--- config.mk ---
export PLATFORM = sky130hd
export DESIGN_NAME = tweet_ram_arbiter
export DESIGN_NICKNAME = d
export VERILOG_FILES = /design/src/rtl/tweet_pkg.sv /design/src/rtl/tweet_ram_arbiter.sv
export SDC_FILE = /design/constraint.sdc
export NUM_CORES = 1
export LEC_CHECK = 0
export CORE_MARGIN = 2
export CORE_UTILIZATION = 33
export DETAILED_ROUTE_END_ITERATION = 12
export PLACE_DENSITY_LB_ADDON = 0.15
export SLEW_MARGIN = 20
export SYNTH_ARGS = -nofsm -noshare
export SYNTH_HDL_FRONTEND = slang
export SYNTH_SLANG_ARGS = --single-unit
export TNS_END_PERCENT = 20
--- constraint.sdc ---
create_clock -name sysclk -period 2.6 [get_ports sysclk]
set_input_delay 0.52 -clock sysclk [delete_from_list [all_inputs] [get_ports sysclk]]
set_output_delay 0.52 -clock sysclk [all_outputs]
set_load 0.005 [all_outputs]
--- src/rtl/tweet_pkg.sv ---
`timescale 1ns/1ps
// Shared geometry and FSM encoding for the tweet RAM and its store/playback controllers.
package tweet_pkg;

    localparam int AW    = 8;
    localparam int DW    = 16;
    localparam int LIMIT = 160;

    localparam logic [2:0] ST_IDLE  = 3'd0;
    localparam logic [2:0] ST_CLEAR = 3'd1;
    localparam logic [2:0] ST_WRITE = 3'd2;
    localparam logic [2:0] ST_READ  = 3'd3;
    localparam logic [2:0] ST_RDATA = 3'd4;

    localparam logic GRANT_RD = 1'b0;
    localparam logic GRANT_WR = 1'b1;

endpackage

--- src/rtl/tweet_ram_arbiter.sv ---
`timescale 1ns/1ps
// Single-port RAM arbiter: clear sweep, bounded store-path writes and playback reads,
// one RAM access per cycle with round-robin between writer and reader.
module tweet_ram_arbiter #(
    parameter int AW             = tweet_pkg::AW,
    parameter int DW             = tweet_pkg::DW,
    parameter int LIMIT          = tweet_pkg::LIMIT,
    parameter int CLEAR_ON_RESET = 1
) (
    input  logic          sysclk,
    input  logic          reset,
    input  logic          clr_req,
    output logic          clr_busy,
    output logic          clr_done,
    input  logic          wr_req,
    input  logic [AW-1:0] wr_addr,
    input  logic [DW-1:0] wr_data,
    output logic          wr_ack,
    output logic          wr_err,
    input  logic          rd_req,
    input  logic [AW-1:0] rd_addr,
    output logic          rd_valid,
    output logic [DW-1:0] rd_data,
    output logic          ram_we,
    output logic [AW-1:0] ram_addr,
    output logic [DW-1:0] ram_din,
    input  logic [DW-1:0] ram_dout
);
    import tweet_pkg::*;

    localparam logic [AW:0]   LIMIT_W = (AW+1)'(LIMIT);
    localparam logic [AW-1:0] CNT_ONE = {{(AW-1){1'b0}}, 1'b1};

    logic [2:0]    state_q, state_d;
    logic [AW-1:0] cnt_q, cnt_d;
    logic          last_q, last_d;
    logic          auto_q, auto_d;
    logic          done_q, done_d;
    logic          wr_in_range;

    assign wr_in_range = ({1'b0, wr_addr} < LIMIT_W);

    always_comb begin
        state_d = state_q;
        cnt_d   = cnt_q;
        last_d  = last_q;
        auto_d  = auto_q;
        done_d  = 1'b0;
        case (state_q)
            ST_IDLE: begin
                if (clr_req || auto_q) begin
                    state_d = ST_CLEAR;
                    auto_d  = 1'b0;
                    cnt_d   = '0;
                end else if (wr_req && (!rd_req || last_q == GRANT_RD)) begin
                    state_d = ST_WRITE;
                    last_d  = GRANT_WR;
                end else if (rd_req) begin
                    state_d = ST_READ;
                    last_d  = GRANT_RD;
                end
            end
            ST_CLEAR: begin
                // counter wraps to zero on the final address, ready for the next sweep
                cnt_d = cnt_q + CNT_ONE;
                if (&cnt_q) begin
                    state_d = ST_IDLE;
                    done_d  = 1'b1;
                end
            end
            ST_WRITE: state_d = ST_IDLE;
            ST_READ:  state_d = ST_RDATA;
            ST_RDATA: state_d = ST_IDLE;
            default:  state_d = ST_IDLE;
        endcase
    end

    always_comb begin
        clr_busy = 1'b0;
        wr_ack   = 1'b0;
        wr_err   = 1'b0;
        rd_valid = 1'b0;
        rd_data  = '0;
        ram_we   = 1'b0;
        ram_addr = '0;
        ram_din  = '0;
        case (state_q)
            ST_CLEAR: begin
                clr_busy = 1'b1;
                ram_we   = 1'b1;
                ram_addr = cnt_q;
            end
            ST_WRITE: begin
                wr_ack = 1'b1;
                if (wr_in_range) begin
                    ram_we   = 1'b1;
                    ram_addr = wr_addr;
                    ram_din  = wr_data;
                end else begin
                    wr_err = 1'b1;
                end
            end
            ST_READ: ram_addr = rd_addr;
            ST_RDATA: begin
                rd_valid = 1'b1;
                rd_data  = ram_dout;
            end
            default: ;
        endcase
    end

    assign clr_done = done_q;

    always_ff @(posedge sysclk) begin
        if (reset) begin
            state_q <= ST_IDLE;
            cnt_q   <= '0;
            last_q  <= GRANT_RD;
            auto_q  <= (CLEAR_ON_RESET != 0);
            done_q  <= 1'b0;
        end else begin
            state_q <= state_d;
            cnt_q   <= cnt_d;
            last_q  <= last_d;
            auto_q  <= auto_d;
            done_q  <= done_d;
        end
    end

endmodule
Yosys cells after proc, flatten, opt, wreduce, memory -nomap -nowiden
Cells that the tools add are included.
- add/sub/neg operators: 1
- magnitude comparators: 1
- equality and inequality tests: 7
- multiplexer cells: 22
- bitwise gates (word level): 3
- reductions and logical operators: 13
- operators by type and width (operator ; number):
    2-to-1 mux 16 bit ; 3
    case mux 8 bit (3 select lines) ; 1
    2-to-1 mux 8 bit ; 2
    case mux 8 bit (2 select lines) ; 1
    2-to-1 mux 3 bit ; 4
    2-to-1 mux 1 bit ; 9
    case mux 3 bit (3 select lines) ; 1
    adder 8 x 1 -> 8 bit (second input constant) ; 1
    less-than comparator 8 bit (second input constant) ; 1
    AND reduction 8 bit ; 1
    == test 3 x 2 -> 1 bit (second input constant) ; 2
    AND reduction 2 bit ; 3
    inequality test 2 bit (second input constant) ; 2
    inequality test 4 bit (second input constant) ; 1
    nonzero test 2 bit ; 2
    == test 3 x 1 -> 1 bit (second input constant) ; 1
    == test 3 bit (second input constant) ; 1
    zero test 3 bit ; 1
    NOT 1 bit ; 3
    AND reduction 3 bit ; 1
    logical OR 1 bit ; 2
    case mux 1 bit (2 select lines) ; 1
    OR reduction 2 bit ; 1
    logical AND 1 bit ; 1
    zero test 1 bit ; 1
- bits in registers: 14
- bits of input ports: 53
- output and inout bits: 46
- word-level logic and storage cells: 52

Longest topological paths before layout
Gate-level depths: netlist (run 1).
- depth in word-level cells: 6
- depth in mapped cells: 6
- mapped depth without buffers: 4

Worst setup path before layout (run 1)
Ideal clock, no wire load.
- path type: input -> output
- from: input port wr_addr[6]
- to: output port ram_addr[0]
- arrival: 1.394 ns
- data required time: 2.080 ns
- setup slack: 0.686 ns
- cell stages on the path: 5
- path buffers: 2
- cell sequence: o21ai_0 > clkbuf_1 > and2_1 > clkbuf_1 > a21o_1
- longest elaborated chain between the ends: 3
- ends and longest elaborated chain (element ; line ; text):
    start, declared ; tweet_ram_arbiter.sv:16 ; input logic [AW-1:0] wr_addr,
    less-than comparator 8 bit ; tweet_ram_arbiter.sv:41 ; assign wr_in_range = ({1'b0, wr_addr} < LIMIT_W);
    2-to-1 mux 8 bit ; tweet_ram_arbiter.sv:95 ; if (wr_in_range) begin
    case mux 8 bit (3 select lines) ; tweet_ram_arbiter.sv:87 ; case (state_q)
    end, declared ; tweet_ram_arbiter.sv:25 ; output logic [AW-1:0] ram_addr,
Every way passes these cells.

Worst setup path after layout (run 1)
- from: input port wr_addr[6]
- to: output port ram_din[5]
- longest elaborated chain between the ends: 3
- ends and longest elaborated chain (element ; line ; text):
    less-than comparator 8 bit ; tweet_ram_arbiter.sv:41 ;
    2-to-1 mux 16 bit ; tweet_ram_arbiter.sv:95 ;
    2-to-1 mux 16 bit ; tweet_ram_arbiter.sv:87 ;
    end, declared ; tweet_ram_arbiter.sv:26 ; output logic [DW-1:0] ram_din,
Every way passes these cells.

==> results by group, run 1 <==
Run status
  – Run status: finished clean

Power and ir drop
  – Clock network power share: 24.6%
  – LEAKAGE: 0.913 nW
  – Worst vdd ir: 0.341 mV
  – Combinational power share: 29.4%
  – Part of the power in registers: 46.0%
  – Internal: 0.377 mW
  – Switching power: 0.126 mW
  – Sw Ratio: 25.0%
  – Cell Pwr Density: 238 mW/mm²

Worst hold path
  – Hold Crit Class: flip-flop to flip-flop

Setup path
  – Worst R2R Start: state_q[0]
  – Startpoint types: input port
  – Crit. path cell count: 5
  – R2R Setup Slk: 1.04 ns
  – Crit path required time: 2.08 ns
  – Setup CP Type: input port to output port
  – Slowest cell on crit path: clkdlybuf4s50_1
  – CP Capture Point: ram_din[5]
  – Worst R2R Path Depth: 3
  – WP buf/inv: 3
  – Crit-path cells: clkdlybuf4s50_1, o21ai_2, buf_6, and3_1, clkdlybuf4s50_1
  – Worst Setup SP: wr_addr[6]
  – Most used cell, CP: clkdlybuf4s50_1
  – Max incr delay on CP: 0.52 ns
  – CP Capture Type: output port
  – CP Data Arrival Time: 2.02 ns
  – Reg-to-Reg End: cnt_q[4]
  – Top delay family on crit path: buffers and inverters
  – CP max FO: 19

Synth
  – Post-synthesis compound-gate area fraction: 23.7%
  – XOR/XNOR Fraction of Synth Area: 0%
  – Mapped Nets: 196
  – Post-synthesis sequential element count: 14
  – Area contributors post-synth: dfxtp_1 26%, and2_1 11%, and3_1 9.3%
  – Largest family of logic cells by synthesized area: simple AND/OR/NAND/NOR gates
  – Area of the mapped netlist: 0.00107 mm²
  – Synth cell types: 38
  – Seq/Total Area, Yosys: 26.1%
  – Synth top area share: 26.1%
  – Leading area contributor after synthesis: dfxtp_1
  – Syn_area_per_cell: 7.55 µm²
  – Ys Warns: 0
  – Gate Count Post-Synth: 142
  – Post-synthesis mux area share: 0%
  – Synth Area in Simple Gates: 42.6%
  – Post-Synth Adder-Cell Area: 1.17%

GRT
  – First-pass GRT wire length: 5820 µm
  – Vias in the first global route: 1,152
  – Total Routing Usage GR: 20.8%
  – Initial antenna violation count: 0
  – Total gr overflow: 0
  – Largest net degree at the start of global routing: 20

Placed design
  – IO buf count: 98
  – Cells after DPL: 275
  – RePlAce Congestion: 0.865
  – Placed wire-length estimate: 3220 µm

Floorplanning
  – Die Height: 61 µm
  – CORE AREA: 0.00308 mm²
  – IO Pins: 99
  – Site Rows: 20
  – Die Width: 61 µm
  – Die area: 0.00372 mm²
  – Initial Util: 34.8%

Clocking
  – Cts hold-fix bufs: 0
  – H-tree Lvls: 1
  – Max Root-Sink Buffers: 2
  – Post-CTS setup buffers: 0
  – CTS sink count: 14
  – Clk root buf: clkbuf_4
  – CTS Buf Count: 3
  – CTS tree: done
  – Clock latency on the worst-skew pair: 0.28 ns
  – Clk slew on worst S/H paths: 0.08 ns

Routing
  – Initial DRC count: 69
  – DRC: 0
  – Initial DRT Pass Iterations: 4
  – Vias per cell: 5.05
  – Routed Antenna Nets: 0
  – Via count: 1,403
  – Avg WL per Cell: 14.6 µm
  – Final wirelength: 4060 µm

Finish
  – Post-Layout Cell Count: 278
  – Share of cells above drive strength 1: 6.41%
  – Nets: 290
  – Area Overhead vs Synth: 97.1%
  – Antenna Cells: 0

Timing
  – Final Hold Viols: 0
  – Max-slew violations: 0
  – F_max: 393 MHz
  – Worst Skew: 0.00645 ns
  – Slew margin rel.: 58.6%
  – Final Cycle Share: 97.8%
  – Setup TNS: 0 ns
  – Final setup viols: 0
  – Min cycle time layout: 2.54 ns
  – Worst-margin pin slew: 0.617 ns

Job
  – Max cap viols: 0
-- routing by layer --
metal / vias to the layer above / global-route usage, % / share of wire (%) / routed length (µm)
met5: - / 0 / 0 / 0
met4: 0 / 1.86 / 0 / 0
met3: 0 / 5.54 / 7.8 / 317
met2: 57 / 38.2 / 52 / 2100
met1: 638 / 25.0 / 40 / 1630
li1: 708 / - / - / -
-- registers in the layout, indices dropped and copies added, names as in the netlist --
name and count:
auto_q 1, clr_done 1, cnt_q 8, last_q 1
state_q 3
-- cells by family (layout without fill, tap and decap cells) --
kind of cell               count (synthesis)  in the layout
buffers and inverters                     15            107
adders and majority gates                  1              1
and+or+nand+nor                           76             76
AOI/OAI and AO/OA                         36             36
DFF                                       14             14
-- Yosys cell counts --
cell and instances:
nand2_1 8, a22oi_1 1, or4_1 2, or2_2 3
inv_1 2, buf_6 1, nand2b_1 1, o21a_1 1
nand4bb_1 1, a21o_1 6, a2111oi_0 1, or3_1 2
o21ai_0 10, a22o_1 6, nand4_1 4, or4b_1 1
a31oi_1 2, nor3_1 3, and2_1 19, and3b_1 1
a311oi_1 2, ha_1 1, o2bb2ai_1 1, clkbuf_1 8
nor2_1 6, nor4_1 1, a31o_2 1, buf_2 4
o211a_1 1, a211oi_1 1, dfxtp_1 14, nor3b_2 1
and3_1 16, nor4b_1 1, nand3_1 4, o211ai_1 1
nor3b_1 2, a21oi_1 2
-- layout make-up --
class	count	area, µm²
multi-input cells	113	728
fillers	271	965
inverters	2	7.51
flip-flops and latches	14	282
clock buffers	3	22.5
well taps	44	55.1
repair buffers	102	1020
-- how the worst min path moves through the flow --
stage | depth (start not counted) | startpoint | endpoint
after floorplan | 2 | auto_q | auto_q
after global placement | 2 | auto_q | auto_q
after detailed placement | 2 | auto_q | auto_q
after CTS | 2 | auto_q | auto_q
after global routing | 1 | last_q | last_q
final | 2 | auto_q | auto_q
-- worst min-delay path, stage by stage (launching register included) --
cell and delay (ns):
dfxtp_1 0.33, nand2_1 0.06, nand2_1 0.04
-- repair_timing --
action                     CTS  global route
setup endpoints to repair   20            23
pin swaps                    0             0
resized for setup            2             6
-- per-stage QoR --
| step | total power, mW | util [%] | instance area (µm²) | setup WS, ns | hold slack (ns) |
|---|---|---|---|---|---|
| 4_1_cts | 0.503 | 68.2 | 2100 | 0.00365 | 0.471 |
| 3_5_place_dp | 0.382 | 67.5 | 2080 | -0.0509 | 0.458 |
| 6_report | 0.503 | 68.7 | 2110 | 0.0578 | 0.468 |
| 2_1_floorplan | 0.277 | - | 1070 | 0.686 | 0.437 |
| 3_3_place_gp | 0.378 | 67.5 | 2080 | -0.00211 | 0.446 |
| 5_1_grt | 0.528 | 68.7 | 2110 | -0.00452 | 0.510 |
-- placed cells by master (no fill, tap or decap), types with 6 or more instances in the layout --
| cell | n |
|---|---|
| a21o_1 | 6 |
| a22o_1 | 6 |
| and2_1 | 18 |
| and3_1 | 16 |
| clkdlybuf4s50_1 | 95 |
| dfxtp_1 | 13 |
| nand2_1 | 8 |
| nor2_1 | 6 |
| o21ai_0 | 9 |
-- power groups by stage --
stage | clock network, mW | logic, mW | registers [mW]
2_1_floorplan | 0 | 0.0463 | 0.231
3_3_place_gp | 0 | 0.142 | 0.236
3_5_place_dp | 0 | 0.146 | 0.236
4_1_cts | 0.125 | 0.147 | 0.231
5_1_grt | 0.136 | 0.160 | 0.233
6_report | 0.124 | 0.148 | 0.231
Note: power is estimated with default switching activity, not from simulation.
==> run 2: changes to the inputs <==
--- a/config.mk
+++ b/config.mk
@@ -6,7 +6,7 @@
 export NUM_CORES = 1
 export LEC_CHECK = 0
 export CORE_MARGIN = 2
-export CORE_UTILIZATION = 33
+export CORE_UTILIZATION = 30
 export DETAILED_ROUTE_END_ITERATION = 12
 export PLACE_DENSITY_LB_ADDON = 0.15
 export SLEW_MARGIN = 20
==> results by group, run 2 (same netlist as run 1, synthesis figures left out) <==
Setup path
  – Worst R2R Path Depth: 3
  – CP Data Arrival Time: 2.04 ns
  – CP Capture Type: output port
  – CP Capture Point: ram_we
  – R2R Setup Slk: 0.98 ns
  – CP max FO: 7
  – Crit path required time: 2.08 ns
  – Setup CP Type: input port to output port
  – Startpoint types: input port
  – Reg-to-Reg End: cnt_q[4]
  – Worst R2R Start: state_q[0]
  – Worst Setup SP: wr_addr[7]

Routing
  – DRC: 0
  – Initial DRT Pass Iterations: 4
  – Final wirelength: 4100 µm
  – Avg WL per Cell: 14.5 µm
  – Routed Antenna Nets: 0
  – Initial DRC count: 75
  – Via count: 1,449
  – Vias per cell: 5.12

Run status
  – Run status: finished clean

Finish
  – Largest Register: cnt_q
  – Fillers: 305
  – Finished Core Util: 64.1%
  – Largest register FFs: 8
  – Antenna Cells: 0
  – Share of cells above drive strength 1: 8.44%
  – Nets: 292
  – Leading registers by flop count: cnt_q x8, state_q x3
  – Area Overhead vs Synth: 103%
  – Commonest non-fill, non-tap cell in the layout: clkdlybuf4s50_1
  – Most frequent cells in the layout: 90 x clkdlybuf4s50_1, 18 x and2_1, 16 x and3_1
  – Post-Layout Cell Count: 283

GRT
  – First-pass GRT wire length: 6420 µm
  – Total gr overflow: 0
  – Initial antenna violation count: 0
  – Largest net degree at the start of global routing: 20
  – Total Routing Usage GR: 19.8%
  – Vias in the first global route: 1,341

Placed design
  – Cells after DPL: 278
  – RePlAce Congestion: 0.835
  – Pre-CTS WS: -0.0826 ns
  – IO buf count: 98
  – Placed wire-length estimate: 3280 µm

Worst hold path
  – Hold Crit Class: flip-flop to flip-flop
  – Cell count of the worst hold path: 2

Power and ir drop
  – Cell Pwr Density: 252 mW/mm²
  – LEAKAGE: 1.01 nW
  – Worst vdd ir: 0.301 mV

Timing
  – Hold slack: 0.472 ns
  – Min cycle time layout: 2.56 ns
  – Slew margin rel.: 61.8%
  – Worst Skew: 0.0124 ns
  – F_max: 390 MHz
  – Worst-margin pin slew: 0.569 ns
  – Final Hold Viols: 0
  – Final worst slack: 0.0369 ns
  – Unrepaired setup endpoints after global routing: yes
  – Max-slew violations: 0
  – Final setup viols: 0
  – Final Cycle Share: 98.6%

Clocking
  – CTS Buf Count: 3
  – Max Root-Sink Buffers: 2
  – CTS tree: done
  – CTS sink count: 14
  – Clk root buf: clkbuf_4
  – Cts hold-fix bufs: 0
  – H-tree Lvls: 1
  – Clk slew on worst S/H paths: 0.08 ns
  – Clock latency on the worst-skew pair: 0.29 ns

Job
  – Max cap viols: 0

Floorplanning
  – IO Pins: 99
  – Initial Util: 31.6%
  – Site Rows: 21
  – Die Width: 63.8 µm
  – CORE AREA: 0.00339 mm²
  – Die area: 0.00407 mm²
  – Die Height: 63.8 µm
[run 2: stage by stage]
stage	TNS, ns	power, mW	cell area, µm²
after detailed placement	-0.748	0.388	2100
after global placement	-0.941	0.383	2100
final	0	0.548	2170
after floorplan	0	0.277	1070
after global routing	-0.000733	0.574	2170
after CTS	0	0.548	2140
[run 2: worst min path at each step]
stage	start	endpoint	slack, ns
finish	auto_q	auto_q	0.47
global route	last_q	last_q	0.51
floorplan	auto_q	auto_q	0.44
CTS	auto_q	auto_q	0.47
detailed placement	auto_q	auto_q	0.46
global placement	auto_q	auto_q	0.45
[run 2: layer usage]
metal	GRT usage, %	wire length, µm
met5	0	0
met4	3.80	63
met3	5.28	339
met2	37.2	2110
met1	22.2	1590
[run 2: critical path, stage by stage]
cell and delay [ns]:
clkdlybuf4s50_1 0.50, o21ai_2 0.07, and2_2 0.24, or2_2 0.27
clkdlybuf4s50_1 0.44
[run 2: where the power goes]
part           leakage [nW]  switching, mW  internal (mW)  total [mW]
Sequential            0.114         0.0104          0.221       0.231
Clock                0.0210         0.0759         0.0853       0.161
Combinational         0.880         0.0471          0.108       0.155
Total                  1.01          0.133          0.414       0.548
[run 2: cell type report]
| class | instances | area (µm²) | share of cell area, % |
|---|---|---|---|
| timing repair buffer | 104 | 1050 | 48.6 |
| multi-input combinational | 113 | 734 | 33.8 |
| sequential | 14 | 282 | 13.0 |
| tap | 46 | 57.6 | 2.65 |
| clock buffer | 4 | 36.3 | 1.67 |
| inverter | 2 | 7.51 | 0.346 |
[run 2: timing repair]
action / in CTS / in global routing
setup buffers: 1 / 0
pin swaps: 1 / 1
gates resized for setup: 3 / 12
endpoints found under the setup margin: 23 / 24
